**src/rtl/spi_regbank_pkg.sv**
```systemverilog
// Shared types and constants for the SPI register bank: frame FSM states,
// reserved addresses and command-byte field positions.
package spi_regbank_pkg;

  typedef enum logic [1:0] {
    ST_IDLE,
    ST_CMD,
    ST_DATA,
    ST_MEM
  } state_e;

  localparam logic [6:0] MEM_ADDR      = 7'h7F;
  localparam logic [6:0] LAST_REG_ADDR = 7'h7E;
  localparam logic [3:0] STATUS_TAG    = 4'hA;
  localparam int         CMD_W         = 8;
  localparam int         CMD_WR_BIT    = 7;

  function automatic int max_int(input int a, input int b);
    return (a > b) ? a : b;
  endfunction

endpackage

```
**src/rtl/spi_edge_sync.sv**
```systemverilog
// Brings SPI pins into the clk domain (two-flop sync plus edge register)
// and produces single-clk edge pulses for sck and ncs.
module spi_edge_sync (
  input  logic clk,
  input  logic rst,
  input  logic sck,
  input  logic mosi,
  input  logic ncs,
  output logic sck_rise,
  output logic sck_fall,
  output logic ncs_rise,
  output logic ncs_fall,
  output logic mosi_s
);

  logic [1:0] sck_sync_q, sck_sync_d;
  logic [1:0] ncs_sync_q, ncs_sync_d;
  logic [1:0] mosi_sync_q, mosi_sync_d;
  logic       sck_edge_q, sck_edge_d;
  logic       ncs_edge_q, ncs_edge_d;

  always_comb begin
    sck_sync_d  = {sck_sync_q[0], sck};
    ncs_sync_d  = {ncs_sync_q[0], ncs};
    mosi_sync_d = {mosi_sync_q[0], mosi};
    sck_edge_d  = sck_sync_q[1];
    ncs_edge_d  = ncs_sync_q[1];
  end

  // ncs resets to the deselected level so reset release never looks like a frame start
  always_ff @(posedge clk or posedge rst) begin
    if (rst) begin
      sck_sync_q  <= 2'b00;
      ncs_sync_q  <= 2'b11;
      mosi_sync_q <= 2'b00;
      sck_edge_q  <= 1'b0;
      ncs_edge_q  <= 1'b1;
    end else begin
      sck_sync_q  <= sck_sync_d;
      ncs_sync_q  <= ncs_sync_d;
      mosi_sync_q <= mosi_sync_d;
      sck_edge_q  <= sck_edge_d;
      ncs_edge_q  <= ncs_edge_d;
    end
  end

  assign sck_rise = sck_sync_q[1] & ~sck_edge_q;
  assign sck_fall = ~sck_sync_q[1] & sck_edge_q;
  assign ncs_rise = ncs_sync_q[1] & ~ncs_edge_q;
  assign ncs_fall = ~ncs_sync_q[1] & ncs_edge_q;
  assign mosi_s   = mosi_sync_q[1];

endmodule

```
**src/rtl/spi_regbank.sv**
```systemverilog
// SPI mode-0 slave exposing writable control registers, read-only status
// registers and a sequential memory read stream behind a command byte.
module spi_regbank
  import spi_regbank_pkg::*;
#(
  parameter int          NUM_WR   = 4,
  parameter int          NUM_RD   = 4,
  parameter int          REG_W    = 32,
  parameter int          MEM_AW   = 12,
  parameter int          MEM_DW   = 16,
  parameter logic [31:0] WR_RESET = '0
) (
  input  logic                    clk,
  input  logic                    rst,
  input  logic                    sck,
  input  logic                    mosi,
  input  logic                    ncs,
  output logic                    miso,
  input  logic [NUM_RD*REG_W-1:0] rd_data,
  output logic [NUM_WR*REG_W-1:0] wr_data,
  output logic [NUM_WR-1:0]       wr_strobe,
  output logic [7:0]              cmd,
  output logic [MEM_AW-1:0]       mem_addr,
  input  logic [MEM_DW-1:0]       mem_data,
  output logic                    frame_active
);

  localparam int SH_W  = max_int(max_int(REG_W, MEM_DW), CMD_W);
  localparam int CNT_W = $clog2(SH_W + 1);

  logic sck_rise, sck_fall, ncs_rise, ncs_fall, mosi_s;

  spi_edge_sync u_sync (
    .clk     (clk),
    .rst     (rst),
    .sck     (sck),
    .mosi    (mosi),
    .ncs     (ncs),
    .sck_rise(sck_rise),
    .sck_fall(sck_fall),
    .ncs_rise(ncs_rise),
    .ncs_fall(ncs_fall),
    .mosi_s  (mosi_s)
  );

  state_e             state_q, state_d;
  logic [SH_W-1:0]    tx_q, tx_d;
  logic [SH_W-2:0]    rx_q, rx_d;
  logic [SH_W-1:0]    rx_shift;
  logic [CNT_W-1:0]   bit_cnt_q, bit_cnt_d, word_len;
  logic [6:0]         addr_q, addr_d, addr_inc, next_addr;
  logic [7:0]         cmd_q, cmd_d;
  logic [REG_W-1:0]   regs_q [NUM_WR];
  logic [REG_W-1:0]   regs_d [NUM_WR];
  logic [NUM_WR-1:0]  strobe_q, strobe_d;
  logic [MEM_AW-1:0]  mem_addr_q, mem_addr_d;
  logic [1:0]         mem_pend_q, mem_pend_d;
  logic               ovf_q, ovf_d;
  logic [REG_W-1:0]   load_val;
  logic               word_done, wr_hit;

  always_comb begin
    case (state_q)
      ST_DATA: word_len = CNT_W'(REG_W);
      ST_MEM:  word_len = CNT_W'(MEM_DW);
      default: word_len = CNT_W'(CMD_W);
    endcase
    rx_shift  = {rx_q, mosi_s};
    word_done = sck_rise && (state_q != ST_IDLE) && (bit_cnt_q == word_len - 1'b1);
    addr_inc  = (addr_q == LAST_REG_ADDR) ? 7'h00 : addr_q + 7'd1;
    next_addr = (state_q == ST_CMD) ? rx_shift[6:0] : addr_inc;
  end

  // Word presented for the next address; rd_data is frozen into the shifter at load
  always_comb begin
    load_val = '0;
    for (int k = 0; k < NUM_WR; k++)
      if (next_addr == 7'(k)) load_val = regs_q[k];
    for (int k = 0; k < NUM_RD; k++)
      if (next_addr == 7'(NUM_WR + k)) load_val = rd_data[k*REG_W +: REG_W];
  end

  always_ff @(posedge clk or posedge rst) begin
    if (rst) state_q <= ST_IDLE;
    else     state_q <= state_d;
  end

  always_comb begin
    state_d = state_q;
    if (ncs_fall)
      state_d = ST_CMD;
    else if (ncs_rise)
      state_d = ST_IDLE;
    else if (state_q == ST_CMD && word_done)
      state_d = (rx_shift[6:0] == MEM_ADDR) ? ST_MEM : ST_DATA;
  end

  always_comb begin
    frame_active = (state_q != ST_IDLE);
    miso         = frame_active & tx_q[SH_W-1];
  end

  always_comb begin
    tx_d       = tx_q;
    rx_d       = rx_q;
    bit_cnt_d  = bit_cnt_q;
    addr_d     = addr_q;
    cmd_d      = cmd_q;
    regs_d     = regs_q;
    strobe_d   = '0;
    mem_addr_d = mem_addr_q;
    mem_pend_d = {mem_pend_q[0], 1'b0};
    ovf_d      = ovf_q;
    wr_hit     = 1'b0;
    if (ncs_fall) begin
      tx_d                  = '0;
      tx_d[SH_W-1 -: CMD_W] = {STATUS_TAG, 3'b000, ovf_q};
      bit_cnt_d             = '0;
      mem_pend_d            = '0;
    end else if (state_q != ST_IDLE) begin
      // The fall right after a load keeps the fresh MSB on miso
      if (sck_fall && bit_cnt_q != '0) tx_d = tx_q << 1;
      if (sck_rise) begin
        rx_d      = rx_shift[SH_W-2:0];
        bit_cnt_d = bit_cnt_q + 1'b1;
      end
      if (word_done) begin
        bit_cnt_d = '0;
        case (state_q)
          ST_CMD: begin
            cmd_d  = rx_shift[7:0];
            addr_d = rx_shift[6:0];
            ovf_d  = 1'b0;
            if (rx_shift[6:0] == MEM_ADDR) begin
              mem_addr_d    = '0;
              mem_pend_d[0] = 1'b1;
            end else begin
              tx_d                  = '0;
              tx_d[SH_W-1 -: REG_W] = load_val;
            end
          end
          ST_DATA: begin
            if (cmd_q[CMD_WR_BIT]) begin
              for (int k = 0; k < NUM_WR; k++)
                if (addr_q == 7'(k)) begin
                  regs_d[k]   = rx_shift[REG_W-1:0];
                  strobe_d[k] = 1'b1;
                  wr_hit      = 1'b1;
                end
              if (!wr_hit) ovf_d = 1'b1;
            end
            addr_d                = addr_inc;
            tx_d                  = '0;
            tx_d[SH_W-1 -: REG_W] = load_val;
          end
          ST_MEM: begin
            mem_addr_d    = mem_addr_q + 1'b1;
            mem_pend_d[0] = 1'b1;
          end
          default: ;
        endcase
      end
      // Memory answers one clk after mem_addr moves, so reload two clks after the request
      if (mem_pend_q[1]) begin
        tx_d                   = '0;
        tx_d[SH_W-1 -: MEM_DW] = mem_data;
      end
      if (ncs_rise) mem_pend_d = '0;
    end
  end

  always_ff @(posedge clk or posedge rst) begin
    if (rst) begin
      tx_q       <= '0;
      rx_q       <= '0;
      bit_cnt_q  <= '0;
      addr_q     <= '0;
      cmd_q      <= '0;
      strobe_q   <= '0;
      mem_addr_q <= '0;
      mem_pend_q <= '0;
      ovf_q      <= 1'b0;
      for (int k = 0; k < NUM_WR; k++) regs_q[k] <= WR_RESET[REG_W-1:0];
    end else begin
      tx_q       <= tx_d;
      rx_q       <= rx_d;
      bit_cnt_q  <= bit_cnt_d;
      addr_q     <= addr_d;
      cmd_q      <= cmd_d;
      strobe_q   <= strobe_d;
      mem_addr_q <= mem_addr_d;
      mem_pend_q <= mem_pend_d;
      ovf_q      <= ovf_d;
      regs_q     <= regs_d;
    end
  end

  for (genvar g = 0; g < NUM_WR; g++) begin : g_wr_out
    assign wr_data[g*REG_W +: REG_W] = regs_q[g];
  end

  assign wr_strobe = strobe_q;
  assign cmd       = cmd_q;
  assign mem_addr  = mem_addr_q;

endmodule
```
**config.mk**
```make
export PLATFORM = sky130hd
export DESIGN_NAME = spi_regbank
export DESIGN_NICKNAME = d
export VERILOG_FILES = /design/src/rtl/spi_regbank_pkg.sv /design/src/rtl/spi_edge_sync.sv /design/src/rtl/spi_regbank.sv
export SDC_FILE = /design/constraint.sdc
export NUM_CORES = 1
export LEC_CHECK = 0
export BUFFER_PORTS_ARGS = -buffer_cell sky130_fd_sc_hd__buf_4
export CAP_MARGIN = 40
export CELL_PAD_IN_SITES_DETAIL_PLACEMENT = 0
export CELL_PAD_IN_SITES_GLOBAL_PLACEMENT = 2
export CORE_AREA = 3 3 198 200
export CTS_CLUSTER_SIZE = 25
export DETAILED_ROUTE_END_ITERATION = 10
export DIE_AREA = 0 0 201 203
export GPL_TIMING_DRIVEN = 0
export PLACE_DENSITY_LB_ADDON = 0.25
export SLEW_MARGIN = 20
export SYNTH_ARGS = -nofsm -noshare
export SYNTH_HDL_FRONTEND = slang
export SYNTH_HIERARCHICAL = 1
export SYNTH_SLANG_ARGS = --single-unit
```
**constraint.sdc**
```tcl
create_clock -name clk -period 11.7 [get_ports clk]
set_clock_uncertainty 0.15 [all_clocks]
set_input_delay 2.925 -clock clk [delete_from_list [all_inputs] [get_ports clk]]
set_output_delay 2.925 -clock clk [all_outputs]
set_load 0.005 [all_outputs]
```
==> results.py <==
metrics = {
    "sta": {
        "final-hold-violation-count": 0,
        "grt_setup_unrepaired": "false",
        "setup_viol": 0,
        "tightest_slew_ns": 0.890,
        "fmax_mhz": 167,
        "post-route-min-period_ns": 5.99,
        "finalCritPeriodShare": 0.512,
        "finalMaxSlewViolations": 0,
        "relSlewSlack": 0.406,
        "worst_slack_ns": 5.71,
    },
    "hold_path": {
        "min_path_type": "flop to flop",
    },
    "yosys": {
        "synth.area.top_cells": "dfrtp_1 47%, mux2_1 8.5%, mux2_2 7.2%",
        "synth-edff-count": 0,
        "synthFlopType": "dfrtp_1",
        "synthesis.area_sq_mm": 0.0127,
        "synth_common_cells": "238 x dfrtp_1, 96 x mux2_1, 89 x nand2_1",
        "yosysWarnings": 6,
        "synth_nets": 1307,
        "ys_types": 86,
        "synthDominantCellAreaShare": 0.470,
        "avgSynthCellArea_sq_um": 11.1,
        "syn_inst": 1146,
        "ys_ff_latch": 241,
        "async_reset_ff_frac": 1.00,
        "yosysMostFrequentCell": "dfrtp_1",
        "yosysTopAreaCell": "dfrtp_1",
        "ys_seq_area_frac": 0.476,
    },
    "grt": {
        "grt_max_degree": 89,
        "grt_pass1_wl_um": 77800,
        "grt_usage": 0.253,
        "grt_pass1_vias": 11494,
        "antenna_found_initial": 0,
        "grt_overflow_total": 0,
    },
    "routing": {
        "avgRoutedWirePerCell_um": 26.5,
        "via_per_inst": 5.67,
        "dr.pass1.iters": 6,
        "routed_wirelength_um": 53200,
        "route.detailed.drc": 0,
        "postRouteAntennaNets": 0,
        "drtIter0Drc": 966,
        "num_vias": 11410,
    },
    "cts": {
        "cts_sinks": 241,
        "cts-root-buf": "clkbuf_16",
        "clk_pin_slew_ns": 0.06,
        "cts_buffers": 28,
        "htreeDepth": 1,
        "clock_latency_ns": 0.57,
        "cts_resized": 0,
        "postCtsHoldBufs": 0,
        "cts_tree": "done",
        "cts_buffer_depth": 3,
        "cts_setup_buffers": 0,
    },
    "run_status": {
        "status": "complete, no violations",
    },
    "placed_design": {
        "dp.final_hpwl_um": 40000,
        "dp.cells": 1962,
        "globalplace.congestion": 0.935,
        "pre_cts_ws_ns": 6.33,
        "portBuffers": 302,
    },
    "power": {
        "ir_worst_vdd_v": 0.000103,
        "p_leak_nw": 8.00,
        "p_per_area_mw_per_mm2": 129,
    },
    "floorplanning": {
        "die_w_um": 201,
        "dieHeight_um": 203,
        "initial_core_util": 0.338,
        "fp-row-count": 71,
        "io_pins": 303,
        "core_sq_mm": 0.0376,
        "die_area_sq_mm": 0.0408,
    },
    "layout": {
        "nets": 1642,
        "ff_latch_area_sq_mm": 0.00603,
        "fill_cells": 3649,
        "fin_cells": 2012,
        "drive_gt1_frac": 0.339,
        "multi_input_area_sq_mm": 0.00609,
        "area_growth_syn_to_layout_pct": 30.9,
        "diodes": 0,
    },
    "critical_path": {
        "crit_path_end_kind": "output port",
        "path_class": "flop to output port",
        "worstPathRequired_ns": 8.63,
        "cp-start-kind": "flop",
        "crit_fanout": 10,
        "cp.arrival_ns": 2.92,
    },
    "run": {
        "maxCapViolCount": 0,
    },
}
==> metal layers <==
layer	up-vias	GRT usage	share of wire
li1	5047	-	-
met3	77	0.0718	0.084
met2	451	0.391	0.45
met5	-	0	0
met4	0	0.0632	0.026
met1	5835	0.350	0.44
==> cell type report <==
type | instances | share of cell area
repair buffers | 305 | 0.140
well taps | 511 | 0.0385
multi-input cells | 782 | 0.367
inverters | 29 | 0.00701
clock inverters | 12 | 0.00942
flip-flops and latches | 241 | 0.363
plain buffers | 94 | 0.0272
clock buffers | 38 | 0.0475
==> cells in the final DEF, fill, tap and decap left out, drive strengths merged, types with 4 or more instances in the layout <==
master,Yosys,final
and2,5,5
xor2,5,5
and3,7,7
or2,7,7
dfrtp,238,238
nand4,9,9
a21oi,67,67
clkinvlp,0,4
o311ai,5,5
a22o,26,26
a221oi,18,18
a221o,8,8
nor3,12,12
o221ai,18,18
o31ai,14,14
o41ai,9,9
and2b,4,4
o21ai,56,56
a2111oi,5,5
a31oi,7,7
mux2,177,177
buf,52,357
ha,12,12
inv,28,28
nand2,90,90
nor2b,4,4
mux2i,10,10
nor2,48,48
a211oi,18,18
clkbuf,42,80
a222oi,28,28
a22oi,20,20
clkinv,1,6
or3,4,4
o22ai,16,16
a21o,7,7
nand3,20,20
==> flip-flops by register name, summed over array words and instances (netlist names), 4 cells and up <==
register,flops
wr_data,128
tx_q,32
rx_q,31
mem_addr,12
cmd,8
addr_q,7
bit_cnt_q,6
wr_strobe,4
==> logic make-up (layout without fill, tap and decap cells) <==
kind of cell    after synthesis  count (layout)  share of synthesized area
compound gates              350             350                      0.211
xor+xnor                      8               8                    0.00552
fa+ha+maj                    12              12                     0.0118
buf+inv                     123             478                     0.0442
flops                       241             241                      0.476
mux                         187             187                      0.165
simple gates                225             225                     0.0868
==> stage by stage <==
stage / TNS (ns) / area [sq um] / hold slack, ns / utilization / power (W)
4_1_cts: 0 / 16600 / 0.204 / 0.442 / 0.00217
6_report: 0 / 16600 / 0.200 / 0.442 / 0.00215
2_1_floorplan: 0 / 12700 / 0.181 / - / 0.00108
5_1_grt: 0 / 16600 / 0.213 / 0.442 / 0.00223
3_3_place_gp: -222.84 / 15600 / 0.193 / 0.415 / 0.00125
3_5_place_dp: 0 / 15700 / 0.190 / 0.417 / 0.00125
==> critical path, stage by stage, from the launching register on <==
cell      delay, ns
dfrtp_1        0.40
inv_1          0.10
ha_1           0.30
inv_1          0.30
clkbuf_1       0.47
clkbuf_1       0.56
buf_4          0.23
==> path summary, 6_finish.rpt <==
path | from | to | slack, ns | cells after the start
max | state_q[0]$_DFFE_PP0P_ | frame_active | 5.71 | 6
min | u_sync/mosi_sync_q[0]$_DFF_PP0_ | u_sync/mosi_sync_q[1]$_DFF_PP0_ | 0.20 | 0
max reg2reg | addr_q[0]$_DFFE_PP0P_ | tx_q[22]$_DFFE_PP0P_ | 7.38 | 12
min reg2reg | u_sync/mosi_sync_q[0]$_DFF_PP0_ | u_sync/mosi_sync_q[1]$_DFF_PP0_ | 0.20 | 0
max in group asynchronous | rst | wr_data[8]$_DFFE_PP0P_ | 7.92 | 4
min in group asynchronous | rst | u_sync/sck_sync_q[0]$_DFF_PP0_ | 2.21 | 2
==> power breakdown <==
group	leakage, nW	internal [W]	switching, W
combinational	4.23	0.000120	0.000247
sequential	3.32	0.000854	0.0000207
clock	0.452	0.000537	0.000372
total	8.00	0.00151	0.000640
No activity file was read; power rests on OpenSTA's default activity.
